$ cat src/rtl/mole_hit_scorer_if.sv
// Signal bundle between the whack-a-mole game logic and the hit scorer.
// The master drives switches, mole pattern and game phase; the slave returns debounced levels and scoring.
interface mole_hit_scorer_if;
    logic [4:0] switch_in;
    logic [4:0] mole_in;
    logic       game_active;
    logic [4:0] switch_clean;
    logic       hit_pulse;
    logic       miss_pulse;
    logic [3:0] score_tens;
    logic [3:0] score_ones;
    logic [7:0] miss_count;

    modport master (
        output switch_in, mole_in, game_active,
        input  switch_clean, hit_pulse, miss_pulse, score_tens, score_ones, miss_count
    );

    modport slave (
        input  switch_in, mole_in, game_active,
        output switch_clean, hit_pulse, miss_pulse, score_tens, score_ones, miss_count
    );
endinterface

$ cat src/rtl/mole_hit_scorer.sv
// Switch synchronizer/debouncer plus hit/miss scoring FSM for the whack-a-mole game.
//   state  | meaning
//   IDLE   | game not running; score and miss count frozen for display
//   ARMED  | a strike is scored as a hit (matches mole) or a miss
//   LOCKED | mole already hit; strikes ignored until the mole pattern changes
module mole_hit_scorer #(
    parameter int DEBOUNCE_CYCLES = 100000,
    parameter int SCORE_MAX       = 99
) (
    input  logic               clk,
    input  logic               reset,
    mole_hit_scorer_if.slave   bus
);

    localparam int CNT_W = (DEBOUNCE_CYCLES > 1) ? $clog2(DEBOUNCE_CYCLES) : 1;
    localparam logic [CNT_W-1:0] CNT_TC   = CNT_W'(DEBOUNCE_CYCLES - 1);
    localparam logic [3:0]       TENS_MAX = 4'(SCORE_MAX / 10);
    localparam logic [3:0]       ONES_MAX = 4'(SCORE_MAX % 10);

    typedef enum logic [1:0] {
        IDLE   = 2'd0,
        ARMED  = 2'd1,
        LOCKED = 2'd2
    } state_t;

    state_t state_q, state_d;

    logic [4:0]       sync1_q, sync1_d;
    logic [4:0]       sync2_q, sync2_d;
    logic [4:0]       clean_q, clean_d;
    logic [4:0]       clean_prev_q, clean_prev_d;
    logic [CNT_W-1:0] cnt_q [5];
    logic [CNT_W-1:0] cnt_d [5];

    logic [4:0] mole_prev_q, mole_prev_d;
    logic       game_prev_q, game_prev_d;
    logic       hit_pulse_q, hit_pulse_d;
    logic       miss_pulse_q, miss_pulse_d;
    logic [3:0] score_tens_q, score_tens_d;
    logic [3:0] score_ones_q, score_ones_d;
    logic [7:0] miss_count_q, miss_count_d;

    logic [4:0] strike;
    logic       strike_any;
    logic       hit_any;
    logic       game_rise;

    // Input synchronizer and per-bit debounce counters
    always_comb begin
        sync1_d      = bus.switch_in;
        sync2_d      = sync1_q;
        clean_d      = clean_q;
        clean_prev_d = clean_q;
        for (int i = 0; i < 5; i++) begin
            cnt_d[i] = '0;
            if (sync2_q[i] != clean_q[i]) begin
                if (cnt_q[i] == CNT_TC) begin
                    clean_d[i] = sync2_q[i];
                end else begin
                    cnt_d[i] = cnt_q[i] + 1'b1;
                end
            end
        end
    end

    assign strike     = clean_q ^ clean_prev_q;
    assign strike_any = |strike;
    assign hit_any    = |(strike & bus.mole_in);
    assign game_rise  = bus.game_active & ~game_prev_q;

    always_comb begin
        state_d      = state_q;
        mole_prev_d  = bus.mole_in;
        game_prev_d  = bus.game_active;
        hit_pulse_d  = 1'b0;
        miss_pulse_d = 1'b0;
        score_tens_d = score_tens_q;
        score_ones_d = score_ones_q;
        miss_count_d = miss_count_q;

        if (!bus.game_active) begin
            state_d = IDLE;
        end else begin
            case (state_q)
                IDLE: begin
                    if (game_rise) begin
                        state_d      = ARMED;
                        score_tens_d = 4'd0;
                        score_ones_d = 4'd0;
                        miss_count_d = 8'd0;
                    end
                end
                ARMED: begin
                    if (hit_any) begin
                        state_d     = LOCKED;
                        hit_pulse_d = 1'b1;
                        if (!(score_tens_q == TENS_MAX && score_ones_q == ONES_MAX)) begin
                            if (score_ones_q == 4'd9) begin
                                score_ones_d = 4'd0;
                                score_tens_d = score_tens_q + 4'd1;
                            end else begin
                                score_ones_d = score_ones_q + 4'd1;
                            end
                        end
                    end else if (strike_any) begin
                        miss_pulse_d = 1'b1;
                        if (miss_count_q != 8'hFF) begin
                            miss_count_d = miss_count_q + 8'd1;
                        end
                    end
                end
                LOCKED: begin
                    // A strike in the same cycle as the mole change is dropped
                    if (bus.mole_in != mole_prev_q) begin
                        state_d = ARMED;
                    end
                end
                default: state_d = IDLE;
            endcase
        end
    end

    always_ff @(posedge clk) begin
        if (reset) begin
            state_q      <= IDLE;
            sync1_q      <= '0;
            sync2_q      <= '0;
            clean_q      <= '0;
            clean_prev_q <= '0;
            for (int i = 0; i < 5; i++) begin
                cnt_q[i] <= '0;
            end
            mole_prev_q  <= '0;
            game_prev_q  <= 1'b0;
            hit_pulse_q  <= 1'b0;
            miss_pulse_q <= 1'b0;
            score_tens_q <= 4'd0;
            score_ones_q <= 4'd0;
            miss_count_q <= 8'd0;
        end else begin
            state_q      <= state_d;
            sync1_q      <= sync1_d;
            sync2_q      <= sync2_d;
            clean_q      <= clean_d;
            clean_prev_q <= clean_prev_d;
            for (int i = 0; i < 5; i++) begin
                cnt_q[i] <= cnt_d[i];
            end
            mole_prev_q  <= mole_prev_d;
            game_prev_q  <= game_prev_d;
            hit_pulse_q  <= hit_pulse_d;
            miss_pulse_q <= miss_pulse_d;
            score_tens_q <= score_tens_d;
            score_ones_q <= score_ones_d;
            miss_count_q <= miss_count_d;
        end
    end

    assign bus.switch_clean = clean_q;
    assign bus.hit_pulse    = hit_pulse_q;
    assign bus.miss_pulse   = miss_pulse_q;
    assign bus.score_tens   = score_tens_q;
    assign bus.score_ones   = score_ones_q;
    assign bus.miss_count   = miss_count_q;

endmodule
$ cat src/flat_wrapper.sv
// flat-port wrapper written by rule: the top's interface ports become plain ports
module mole_hit_scorer_flat 
#(
    parameter int DEBOUNCE_CYCLES = 100000,
    parameter int SCORE_MAX       = 99
)
  (clk, reset, bus_switch_in, bus_mole_in, bus_game_active, bus_switch_clean, bus_hit_pulse, bus_miss_pulse, bus_score_tens, bus_score_ones, bus_miss_count);
  mole_hit_scorer_if bus_i ();
  input  logic clk;
  input  logic reset;
  input wire logic [$bits(bus_i.switch_in)-1:0] bus_switch_in;
  input wire logic [$bits(bus_i.mole_in)-1:0] bus_mole_in;
  input wire logic [$bits(bus_i.game_active)-1:0] bus_game_active;
  output wire logic [$bits(bus_i.switch_clean)-1:0] bus_switch_clean;
  output wire logic [$bits(bus_i.hit_pulse)-1:0] bus_hit_pulse;
  output wire logic [$bits(bus_i.miss_pulse)-1:0] bus_miss_pulse;
  output wire logic [$bits(bus_i.score_tens)-1:0] bus_score_tens;
  output wire logic [$bits(bus_i.score_ones)-1:0] bus_score_ones;
  output wire logic [$bits(bus_i.miss_count)-1:0] bus_miss_count;
  assign bus_i.switch_in = bus_switch_in;
  assign bus_i.mole_in = bus_mole_in;
  assign bus_i.game_active = bus_game_active;
  assign bus_switch_clean = bus_i.switch_clean;
  assign bus_hit_pulse = bus_i.hit_pulse;
  assign bus_miss_pulse = bus_i.miss_pulse;
  assign bus_score_tens = bus_i.score_tens;
  assign bus_score_ones = bus_i.score_ones;
  assign bus_miss_count = bus_i.miss_count;
  mole_hit_scorer #(.DEBOUNCE_CYCLES(DEBOUNCE_CYCLES), .SCORE_MAX(SCORE_MAX)) u_core (.clk(clk), .reset(reset), .bus(bus_i));
endmodule
$ cat config.mk
export PLATFORM = sky130hd
export DESIGN_NAME = mole_hit_scorer_flat
export DESIGN_NICKNAME = d
export VERILOG_FILES = /design/src/rtl/mole_hit_scorer_if.sv /design/src/rtl/mole_hit_scorer.sv /design/src/flat_wrapper.sv
export SDC_FILE = /design/constraint.sdc
export NUM_CORES = 1
export LEC_CHECK = 0
export CAP_MARGIN = 10
export CORE_MARGIN = 2
export CORE_UTILIZATION = 40
export CTS_BUF_LIST = sky130_fd_sc_hd__clkbuf_4
export CTS_CLUSTER_DIAMETER = 60
export DETAILED_ROUTE_END_ITERATION = 10
export PLACE_DENSITY = 0.57
export REMOVE_ABC_BUFFERS = 1
export SYNTH_ARGS = -nofsm -noshare
export SYNTH_HDL_FRONTEND = slang
export SYNTH_SLANG_ARGS = --single-unit
$ cat constraint.sdc
create_clock -name clk -period 5.3 [get_ports clk]
set_input_delay 1.59 -clock clk [delete_from_list [all_inputs] [get_ports clk]]
set_output_delay 1.59 -clock clk [all_outputs]
set_load 0.05 [all_outputs]
Word-level counts from Yosys, hierarchy flattened
Memories as Yosys holds them, arrays and structs flattened.
Index checks and enable logic that the tools add are counted.
{"block": "op_classes", "eq_ne": 24, "bitwise": 11, "n_reduce_logical": 17, "addsub": 8, "n_mux": 38}
{"operator": "$mux W17", "count": 15}
{"operator": "$add A17 B1 Y17 const B", "count": 5}
{"operator": "$eq A17 B17 Y1 const B", "count": 5}
{"operator": "$mux W8", "count": 4}
{"operator": "$mux W4", "count": 7}
{"operator": "$pmux W4 S2", "count": 2}
{"operator": "$pmux W8 S2", "count": 1}
{"operator": "$ne A2 B1 Y1 const B", "count": 6}
{"operator": "$reduce_and A6 Y1", "count": 2}
{"operator": "$reduce_and A2 Y1", "count": 5}
{"operator": "$reduce_or A5 Y1", "count": 2}
{"operator": "$add A4 B1 Y4 const B", "count": 2}
{"operator": "$add A8 B1 Y8 const B", "count": 1}
{"operator": "$eq A4 B4 Y1 const B", "count": 2}
{"operator": "$ne A8 B8 Y1 const B", "count": 1}
{"operator": "$reduce_or A8 Y1", "count": 1}
{"operator": "$mux W2", "count": 3}
{"operator": "$pmux W2 S3", "count": 1}
{"operator": "$and A5 B5 Y5", "count": 1}
{"operator": "$mux W1", "count": 5}
{"operator": "$ne A1 B1 Y1", "count": 5}
{"operator": "$ne A5 B5 Y1", "count": 1}
{"operator": "$or A1 B1 Y1", "count": 5}
{"operator": "$reduce_and A5 Y1", "count": 1}
{"operator": "other kinds (12)", "count": 15}
{"block": "totals", "inputBits": 13, "wordCells": 115, "mem_count": 1, "reg_bits": 46, "ramBits": 85}
{"memory": "u_core.cnt_q", "words": 5, "word_bits": 17, "read_ports": 5, "rd_clocked_by_memory_dff": 0, "write_ports": 5, "line": "mole_hit_scorer.sv:32", "rtl": "logic [CNT_W-1:0] cnt_q [5];"}

Logic depth before layout (Yosys ltp)
Gate-level depths: netlist of run 1.
{"block": "logic_depth", "word_depth": 5, "depth_mapped": 8, "depth_no_buf": 7}

Worst setup path before layout of run 1
Ideal clock, no wire load.
{"block": "synth_path", "kind": "in2reg", "start": "in bus_mole_in[1]", "end": "reg u_core.score_ones_q[0] (netlist: u_core.bus.score_ones[0])", "arrival_time_ns": 2.702, "required_time_ns": 5.230, "slack_ns": 2.528, "cell_stages": 6, "cell_sequence": "a222oi_1 buf_4 and2_4 buf_6 or4_1 a21oi_1"}
{"block": "synth_between", "elab_chain_len": 4}
{"element": "from (decl)", "line": "flat_wrapper.sv:12", "rtl": "input wire logic [$bits(bus_i.mole_in)-1:0] bus_mole_in;"}
{"element": "$and A5 B5 Y5", "line": "mole_hit_scorer.sv:68", "rtl": "assign hit_any = |(strike & bus.mole_in);"}
{"element": "$reduce_or A5 Y1", "line": "mole_hit_scorer.sv:68"}
{"element": "$ne A2 B1 Y1 (no source line)"}
{"element": "$reduce_and A5 Y1 (no source line)"}
{"element": "to (signal assigned)", "line": "mole_hit_scorer.sv:154", "rtl": "score_ones_q <= score_ones_d;"}
{"element": "to (decl)", "line": "mole_hit_scorer.sv:40", "rtl": "logic [3:0] score_ones_q, score_ones_d;"}
No other way between the ends.
A chain may end at the register's enable or synchronous reset.

Worst setup path after layout of run 1
{"block": "layout_path", "start": "reg u_core.clean_q[1] (netlist: u_core.bus.switch_clean[1])", "end": "out bus_switch_clean[1]"}
{"element": "from (decl)", "line": "mole_hit_scorer.sv:30", "rtl": "logic [4:0] clean_q, clean_d;"}
{"element": "from (signal assigned)", "line": "mole_hit_scorer.sv:144", "rtl": "clean_q <= clean_d;"}
{"element": "to (decl)", "line": "flat_wrapper.sv:14", "rtl": "output wire logic [$bits(bus_i.switch_clean)-1:0] bus_switch_clean;"}
No word-level cell between the ends.

==> run summary, run 1 <==
GRT
------------------------------------------------------------------------------------------
Via count of the first global-routing pass ..................................         4039
Initial antenna violation count .............................................            0
Wire length of the first global-routing pass ................................     17900 um
Largest net degree at the start of global routing ...........................           21
Met1 Use GR .................................................................        0.185
Total routing resource utilization after global routing .....................        0.150
Total congestion overflow after global routing ..............................            0
Most heavily used metal layer in global routing .............................         met2
M2 GR Usage .................................................................        0.244
Met3 layer usage reported by global route ...................................       0.0423

LOGIC SYNTHESIS
------------------------------------------------------------------------------------------
Syn avg cell area ...........................................................   8.98 sq um
Number of instances in the synthesized netlist ..............................          625
Netlist area before placement ...............................................   5610 sq um
Async S/R FF share, synth ...................................................            0
Share of the synthesized netlist area taken by xor and xnor gates ...........        0.144
Area share of the leading cell type in the synthesized netlist ..............        0.467
Simple-gate area share of the yosys netlist .................................        0.273
Cell type with the highest aggregate area in the netlist ....................      dfxtp_1
Most used standard cells in the synthesized netlist ......................... dfxtp_1 (131), nor2_1 (112), xor2_1 (51)
Number of warning messages in the yosys log .................................            0
Leading register cell type out of synthesis .................................      dfxtp_1
Main combinational cell family by area after synthesis ...................... simple AND/OR/NAND/NOR gates
Cells taking the most area after synthesis .................................. dfxtp_1 (47%), xor2_1 (8.0%), nor2_1 (7.5%), xnor2_1 (6.4%), nand3_1 (3.2%)
Distinct cell type count of the synthesized netlist .........................           51
Multiplexer share of the synthesized area ...................................       0.0107
Sequential-to-total area share from yosys stat ..............................        0.467
Most common cell in the synthesized netlist .................................      dfxtp_1
Share of synthesized cell area in full adder, half adder and majority cells .       0.0223
Number of enable flip-flop cells after synthesis ............................            0
Count of state elements after synthesis .....................................          131
Compound-cell area share of the yosys netlist ...............................       0.0586

SETUP PATH
------------------------------------------------------------------------------------------
Stages on worst setup path ..................................................            1
CP bufs+invs ................................................................            1
Kind of start point of the critical path ....................................     register
Critical path fanouts, max ..................................................            5
Register-to-Register Path Depth .............................................            5
Slowest CP cell ............................................................. clkdlybuf4s50_1
CP Data Arrival Time ........................................................      1.85 ns
Cell family with most CP delay .............................................. buffers and inverters
Cells traversed along the worst timing path ................................. clkdlybuf4s50_1
Required time of the worst setup path .......................................      3.71 ns
Endpoint class of the critical path .........................................   output pin
Slowest stage delay, CP .....................................................      0.87 ns
Critical path type ..........................................................   reg -> out

STA
------------------------------------------------------------------------------------------
Setup slack after layout ....................................................      1.86 ns
Final worst clock skew ......................................................   0.00957 ns
Pins over their slew limit ..................................................            0
Slew @ Worst Pin ............................................................     0.727 ns
Setup repair after global routing missed its margin .........................        false
Finish-stage setup viols ....................................................            0
Maximum achievable frequency ................................................      291 MHz
Summed negative setup slack over all endpoints ..............................         0 ns
Hold Violations, Final ......................................................            0
Minimum clock period after layout ...........................................      3.44 ns
Rel. slew slack .............................................................        0.515
Final worst-path cycle share ................................................        0.648
Tightest hold margin ........................................................     0.449 ns

DETAILED ROUTING
------------------------------------------------------------------------------------------
Average wire length per cell after detail routing ...........................      12.1 um
Antenna viol nets, final ....................................................            0
Vias post-DR ................................................................         4274
Number of DRC markers in iteration 0 ........................................          215
Ratio of routed vias to standard cells ......................................         4.99
Post-Route WL ...............................................................     10300 um
Detailed-routing iteration count for the pre-antenna-repair pass ............            4
Drt drc .....................................................................            0

FINAL LAYOUT
------------------------------------------------------------------------------------------
Final cell count without fillers ............................................          857
Number of antenna cells inserted ............................................            0
Layout area overhead ........................................................        13.8%
Share of final-layout standard cells stronger than drive strength 1 .........       0.0547
Final net count .............................................................          687
Core Util, Final ............................................................        0.464

PWR
------------------------------------------------------------------------------------------
Total leakage power .........................................................      2.17 nW
Maximum VDD drop ............................................................     0.224 mV
Total power density per cell area ...........................................  262 nW/um^2

PLACED DESIGN
------------------------------------------------------------------------------------------
Number of cells in the design after placement ...............................          825
Routability congestion estimate from global placement .......................        0.777
Post-placement worst setup slack ............................................      1.63 ns
Sum of net half-perimeters after detailed placement .........................      7360 um
Count of port buffers added during placement ................................           35

CLOCK TREE
------------------------------------------------------------------------------------------
Clock latency of the later-clocked register in the worst-skew pair ..........      0.52 ns
CTS tree ....................................................................        built
# clock sinks ...............................................................          131
H-tree levels ...............................................................            4
Clock transition at the registers of the reported paths .....................      0.11 ns
Post-cts resize count .......................................................            0
Root buffer cell ............................................................     clkbuf_4
Total setup buffers inserted after CTS ......................................            0
Total clock buffers created by CTS ..........................................           17
Hold-fix buffers at CTS .....................................................            0
Bufs on Longest Clock Path ..................................................            2

FLOORPLANNING
------------------------------------------------------------------------------------------
Die X .......................................................................       122 um
I/O pin count ...............................................................           36
Die area ....................................................................  15000 sq um
Initial Utilization .........................................................        0.408
Height of the die ...........................................................       122 um
Site Rows ...................................................................           43
Standard cell core area .....................................................  13800 sq um

HOLD PATH
------------------------------------------------------------------------------------------
Path category of the worst min-delay check ..................................   reg -> reg
Number of instances on the worst hold path ..................................            1

STATUS
------------------------------------------------------------------------------------------
Run status .................................................................. finished clean

JOB
------------------------------------------------------------------------------------------
Number of maximum-capacitance violations ....................................            0

-- layout by cell type (no fill, tap or decap), types with 3 or more instances in the layout --
cell type / instances
o31ai_1: 4
nor2_1: 112
clkinvlp_4: 3
ha_1: 10
dfxtp_1: 131
nor4_1: 5
or2_2: 3
xor2_1: 51
nor3_1: 15
and2_1: 3
clkinv_2: 5
inv_1: 15
and3_1: 19
a21o_1: 3
a21oi_1: 9
nor2b_1: 23
nor4b_1: 4
clkbuf_4: 20
and4_1: 6
a31oi_1: 9
or3_1: 8
xnor2_1: 41
o21a_1: 4
nand4_1: 20
mux2i_1: 6
nand3_1: 36
nand3b_1: 3
nand2_1: 35
clkdlybuf4s50_1: 35
nand2b_1: 5
o21ai_0: 4
-- registers in the layout (all words and copies together) (netlist names), 2 cells and up --
name	flops
u_core.bus.score_ones	4
u_core.bus.switch_clean	5
u_core.sync2_q	5
u_core.bus.score_tens	4
u_core.state_q	2
u_core.bus.miss_count	8
u_core.cnt_q	85
u_core.mole_prev_q	5
u_core.sync1_q	5
u_core.clean_prev_q	5
-- area by class of cell --
class,count,area (sq um)
clock buffer,20,150
clock inverter,12,115
fill,1362,7390
inverter,15,56.3
multi-input combinational,462,2850
sequential,131,2620
tap,180,225
timing repair buffer,37,365
-- cells by family (layout without fill, tap and decap cells) --
group           after synthesis  count (layout)
compound gates               48              48
buf+inv                      32              84
simple gates                306             306
mux                           6               6
xor+xnor                     92              92
flops                       131             131
fa+ha+maj                    10              10
-- through the flow --
stage / total power [mW] / instance area (sq um)
2_1_floorplan: 1.04 / 5530
3_3_place_gp: 1.07 / 6120
3_5_place_dp: 1.07 / 6120
4_1_cts: 1.71 / 6390
5_1_grt: 1.75 / 6390
6_report: 1.67 / 6390
-- per-layer routing --
| metal | vias to the layer above | wire length [um] |
|---|---|---|
| met5 | - | 0 |
| met2 | 52 | 4690 |
| met4 | 0 | 168 |
| met3 | 14 | 396 |
| met1 | 1994 | 5090 |
| li1 | 2214 | - |
-- report_power, final --
| group | leakage [nW] | internal, mW | switching, mW |
|---|---|---|---|
| Clock | 0.143 | 0.288 | 0.342 |
| Combinational | 0.969 | 0.0219 | 0.0264 |
| Sequential | 1.06 | 0.992 | 0.00465 |
-- worst paths after layout --
| kind | start | endpoint | slack [ns] |
|---|---|---|---|
| worst max-delay path | u_core.bus.switch_clean[1] | bus_switch_clean[1] | 1.86 |
| worst min-delay path | u_core.sync1_q[2] | u_core.sync2_q[2] | 0.45 |
| worst min register to register | u_core.sync1_q[2] | u_core.sync2_q[2] | 0.45 |
| worst max register to register | u_core.bus.switch_clean[2] | u_core.bus.miss_count[6] | 3.15 |
Power figures use the tool's default switching activity.
==> run 2: changes to the inputs <==
==> constraint.sdc (replaced) <==
create_clock -name clk -period 3.2 [get_ports clk]
set_input_delay 0.96 -clock clk [delete_from_list [all_inputs] [get_ports clk]]
set_output_delay 0.96 -clock clk [all_outputs]
set_load 0.05 [all_outputs]
==> run 2 against run 1 <==
  * Die area stayed put
  * Flip-flop and latch count unchanged
  * Sequential power is 66% higher
  * Global-route usage up 0.55 points
  * Worst hold slack about the same
  * First-iteration DRC count grew 20%
  * Worst setup slack got worse by 1.4 ns
  * Clock power is 71% higher
  * Cell count is the same
  * Clock skew increased by 0.0083 ns
  * Clock-buffer cell count did not move
  * Design area rose by 0.25%
  * Critical endpoint unchanged
  * Highest routed layer unchanged
==> run summary, run 2 (synthesis gave the netlist of run 1 again) <==
STATUS
----------------------------------------------------------------------------------
Run status .......................................................... finished clean   unchanged

GRT
----------------------------------------------------------------------------------
Via count of the first global-routing pass ..........................         4088   was 4039
Total routing resource utilization after global routing .............        0.156   was 0.150
Total congestion overflow after global routing ......................            0   unchanged
Initial antenna violation count .....................................            0   unchanged
Wire length of the first global-routing pass ........................     18700 um   was 17900 um
Largest net degree at the start of global routing ...................           18   was 21

SETUP PATH
----------------------------------------------------------------------------------
CP bufs+invs ........................................................            1   unchanged
Slowest CP cell ..................................................... clkdlybuf4s50_1   unchanged
Cell family with most CP delay ...................................... buffers and inverters   unchanged
Kind of start point of the critical path ............................     register   unchanged
Required time of the worst setup path ...............................      2.24 ns   was 3.71 ns
CP Data Arrival Time ................................................      1.82 ns   was 1.85 ns
Slowest stage delay, CP .............................................      0.87 ns   about the same
Critical path type ..................................................   reg -> out   unchanged
Critical path fanouts, max ..........................................            5   unchanged
Cells traversed along the worst timing path ......................... clkdlybuf4s50_1   unchanged
Endpoint class of the critical path .................................   output pin   unchanged

CLOCK TREE
----------------------------------------------------------------------------------
Bufs on Longest Clock Path ..........................................            2   unchanged
Clock transition at the registers of the reported paths .............      0.09 ns   was 0.11 ns
Root buffer cell ....................................................     clkbuf_4   unchanged
# clock sinks .......................................................          131   unchanged
CTS tree ............................................................        built   unchanged
Clock latency of the later-clocked register in the worst-skew pair ..      0.52 ns   about the same
Post-cts resize count ...............................................            0   unchanged
H-tree levels .......................................................            4   unchanged
Total clock buffers created by CTS ..................................           17   unchanged
Total setup buffers inserted after CTS ..............................            0   unchanged
Hold-fix buffers at CTS .............................................            0   unchanged

STA
----------------------------------------------------------------------------------
Rel. slew slack .....................................................        0.589   was 0.515
Finish-stage setup viols ............................................            0   unchanged
Final worst clock skew ..............................................    0.0179 ns   was 0.00957 ns
Slew @ Worst Pin ....................................................     0.601 ns   was 0.727 ns
Setup slack after layout ............................................     0.424 ns   was 1.86 ns
Maximum achievable frequency ........................................      360 MHz
Summed negative setup slack over all endpoints ......................         0 ns   unchanged
Final worst-path cycle share ........................................        0.868
Setup repair after global routing missed its margin .................        false   unchanged
Minimum clock period after layout ...................................      2.78 ns
Hold Violations, Final ..............................................            0   unchanged
Pins over their slew limit ..........................................            0   unchanged

PLACED DESIGN
----------------------------------------------------------------------------------
DP Area .............................................................   6140 sq um   was 6120 sq um
Post-placement worst setup slack ....................................     0.367 ns   was 1.63 ns
Number of cells in the design after placement .......................          827   was 825
Sum of net half-perimeters after detailed placement .................      7610 um   was 7360 um
Count of port buffers added during placement ........................           35   unchanged
Routability congestion estimate from global placement ...............        0.813   was 0.777

FINAL LAYOUT
----------------------------------------------------------------------------------
Top library cells by usage in the layout, fill and taps aside ....... dfxtp_1 (131), nor2_1 (112), xor2_1 (51), xnor2_1 (41), nand3_1 (36)   unchanged
Final net count .....................................................          689   was 687
Layout area overhead ................................................        14.1%   was 13.8%
Register bank with the most flops ................................... u_core.cnt_q   unchanged
Most common library cell in the layout ignoring fill and taps .......      dfxtp_1   unchanged
Number of antenna cells inserted ....................................            0   unchanged
Final cell count without fillers ....................................          857   unchanged
Flip-flop count of the largest register after layout ................           85   unchanged
Total area of multi-input combinational cells .......................   2850 sq um   unchanged
Area occupied by registers ..........................................   2620 sq um   unchanged
Final-layout fill cell count ........................................         1382   was 1362
Share of final-layout standard cells stronger than drive strength 1 .       0.0473   was 0.0547
Post-route cell area ................................................   6400 sq um   was 6390 sq um

FLOORPLANNING
----------------------------------------------------------------------------------
Die area ............................................................  15000 sq um   unchanged
I/O pin count .......................................................           36   unchanged
Die X ...............................................................       122 um   unchanged
Height of the die ...................................................       122 um   unchanged
Standard cell core area .............................................  13800 sq um   unchanged
Site Rows ...........................................................           43   unchanged
Initial Utilization .................................................        0.408   unchanged

PWR
----------------------------------------------------------------------------------
Total leakage power .................................................      2.18 nW   was 2.17 nW
Total power density per cell area ...................................  439 nW/um^2   was 262 nW/um^2
Maximum VDD drop ....................................................     0.423 mV   was 0.224 mV

DETAILED ROUTING
----------------------------------------------------------------------------------
Average wire length per cell after detail routing ...................      12.5 um   was 12.1 um
Vias post-DR ........................................................         4283   was 4274
Detailed-routing iteration count for the pre-antenna-repair pass ....            4   unchanged
Antenna viol nets, final ............................................            0   unchanged
Number of DRC markers in iteration 0 ................................          258   was 215
Post-Route WL .......................................................     10700 um   was 10300 um
Ratio of routed vias to standard cells ..............................         5.00   was 4.99
Drt drc .............................................................            0   unchanged

HOLD PATH
----------------------------------------------------------------------------------
Path category of the worst min-delay check ..........................   reg -> reg   unchanged

JOB
----------------------------------------------------------------------------------
Number of maximum-capacitance violations ............................            0   unchanged

run 2: routing by layer:
| metal | global-route usage | vias up | share of wire |
|---|---|---|---|
| met5 | 0 | - | 0 |
| met4 | 0.0510 | 0 | 0.0059 |
| met3 | 0.0539 | 5 | 0.057 |
| met2 | 0.246 | 77 | 0.46 |
| met1 | 0.199 | 1985 | 0.48 |
| li1 | - | 2216 | - |
run 2: where the power goes:
group          switching, mW  total [mW]  internal, mW
combinational         0.0453      0.0823        0.0371
clock                  0.533        1.08         0.542
sequential           0.00809        1.65          1.64
total                  0.586        2.81          2.22
run 2: area by class of cell:
cell class              instances  share of cell area
multi-input cells             462               0.445
flip-flops and latches        131               0.410
repair buffers                 39              0.0594
well taps                     180              0.0352
clock buffers                  20              0.0235
clock inverters                10              0.0182
inverters                      15             0.00879
run 2: worst paths after layout:
kind	start	endpoint	slack [ns]	cells after the start
max	u_core.bus.switch_clean[1]	bus_switch_clean[1]	0.42	1
min	u_core.sync1_q[3]	u_core.sync2_q[3]	0.45	1
max reg2reg	u_core.bus.switch_clean[4]	u_core.bus.score_tens[3]	1.10	6
min reg2reg	u_core.sync1_q[3]	u_core.sync2_q[3]	0.45	1
run 2: metrics by stage:
stage / power [mW] / hold slack, ns / utilization
finish: 2.81 / 0.450 / 0.465
global route: 2.94 / 0.465 / 0.465
CTS: 2.86 / 0.450 / 0.465
detailed placement: 1.77 / 0.425 / 0.445
global placement: 1.77 / 0.419 / 0.445
floorplan: 1.73 / 0.414 / -
==> run 3: changes to the inputs <==
--- a/config.mk
+++ b/config.mk
@@ -11,6 +11,7 @@
 export CTS_BUF_LIST = sky130_fd_sc_hd__clkbuf_4
 export CTS_CLUSTER_DIAMETER = 60
 export DETAILED_ROUTE_END_ITERATION = 10
+export HOLD_SLACK_MARGIN = 0.08
 export PLACE_DENSITY = 0.57
 export REMOVE_ABC_BUFFERS = 1
 export SYNTH_ARGS = -nofsm -noshare
==> results of run 3 <==
Final layout, timing and power as in run 2 (identical DEF).
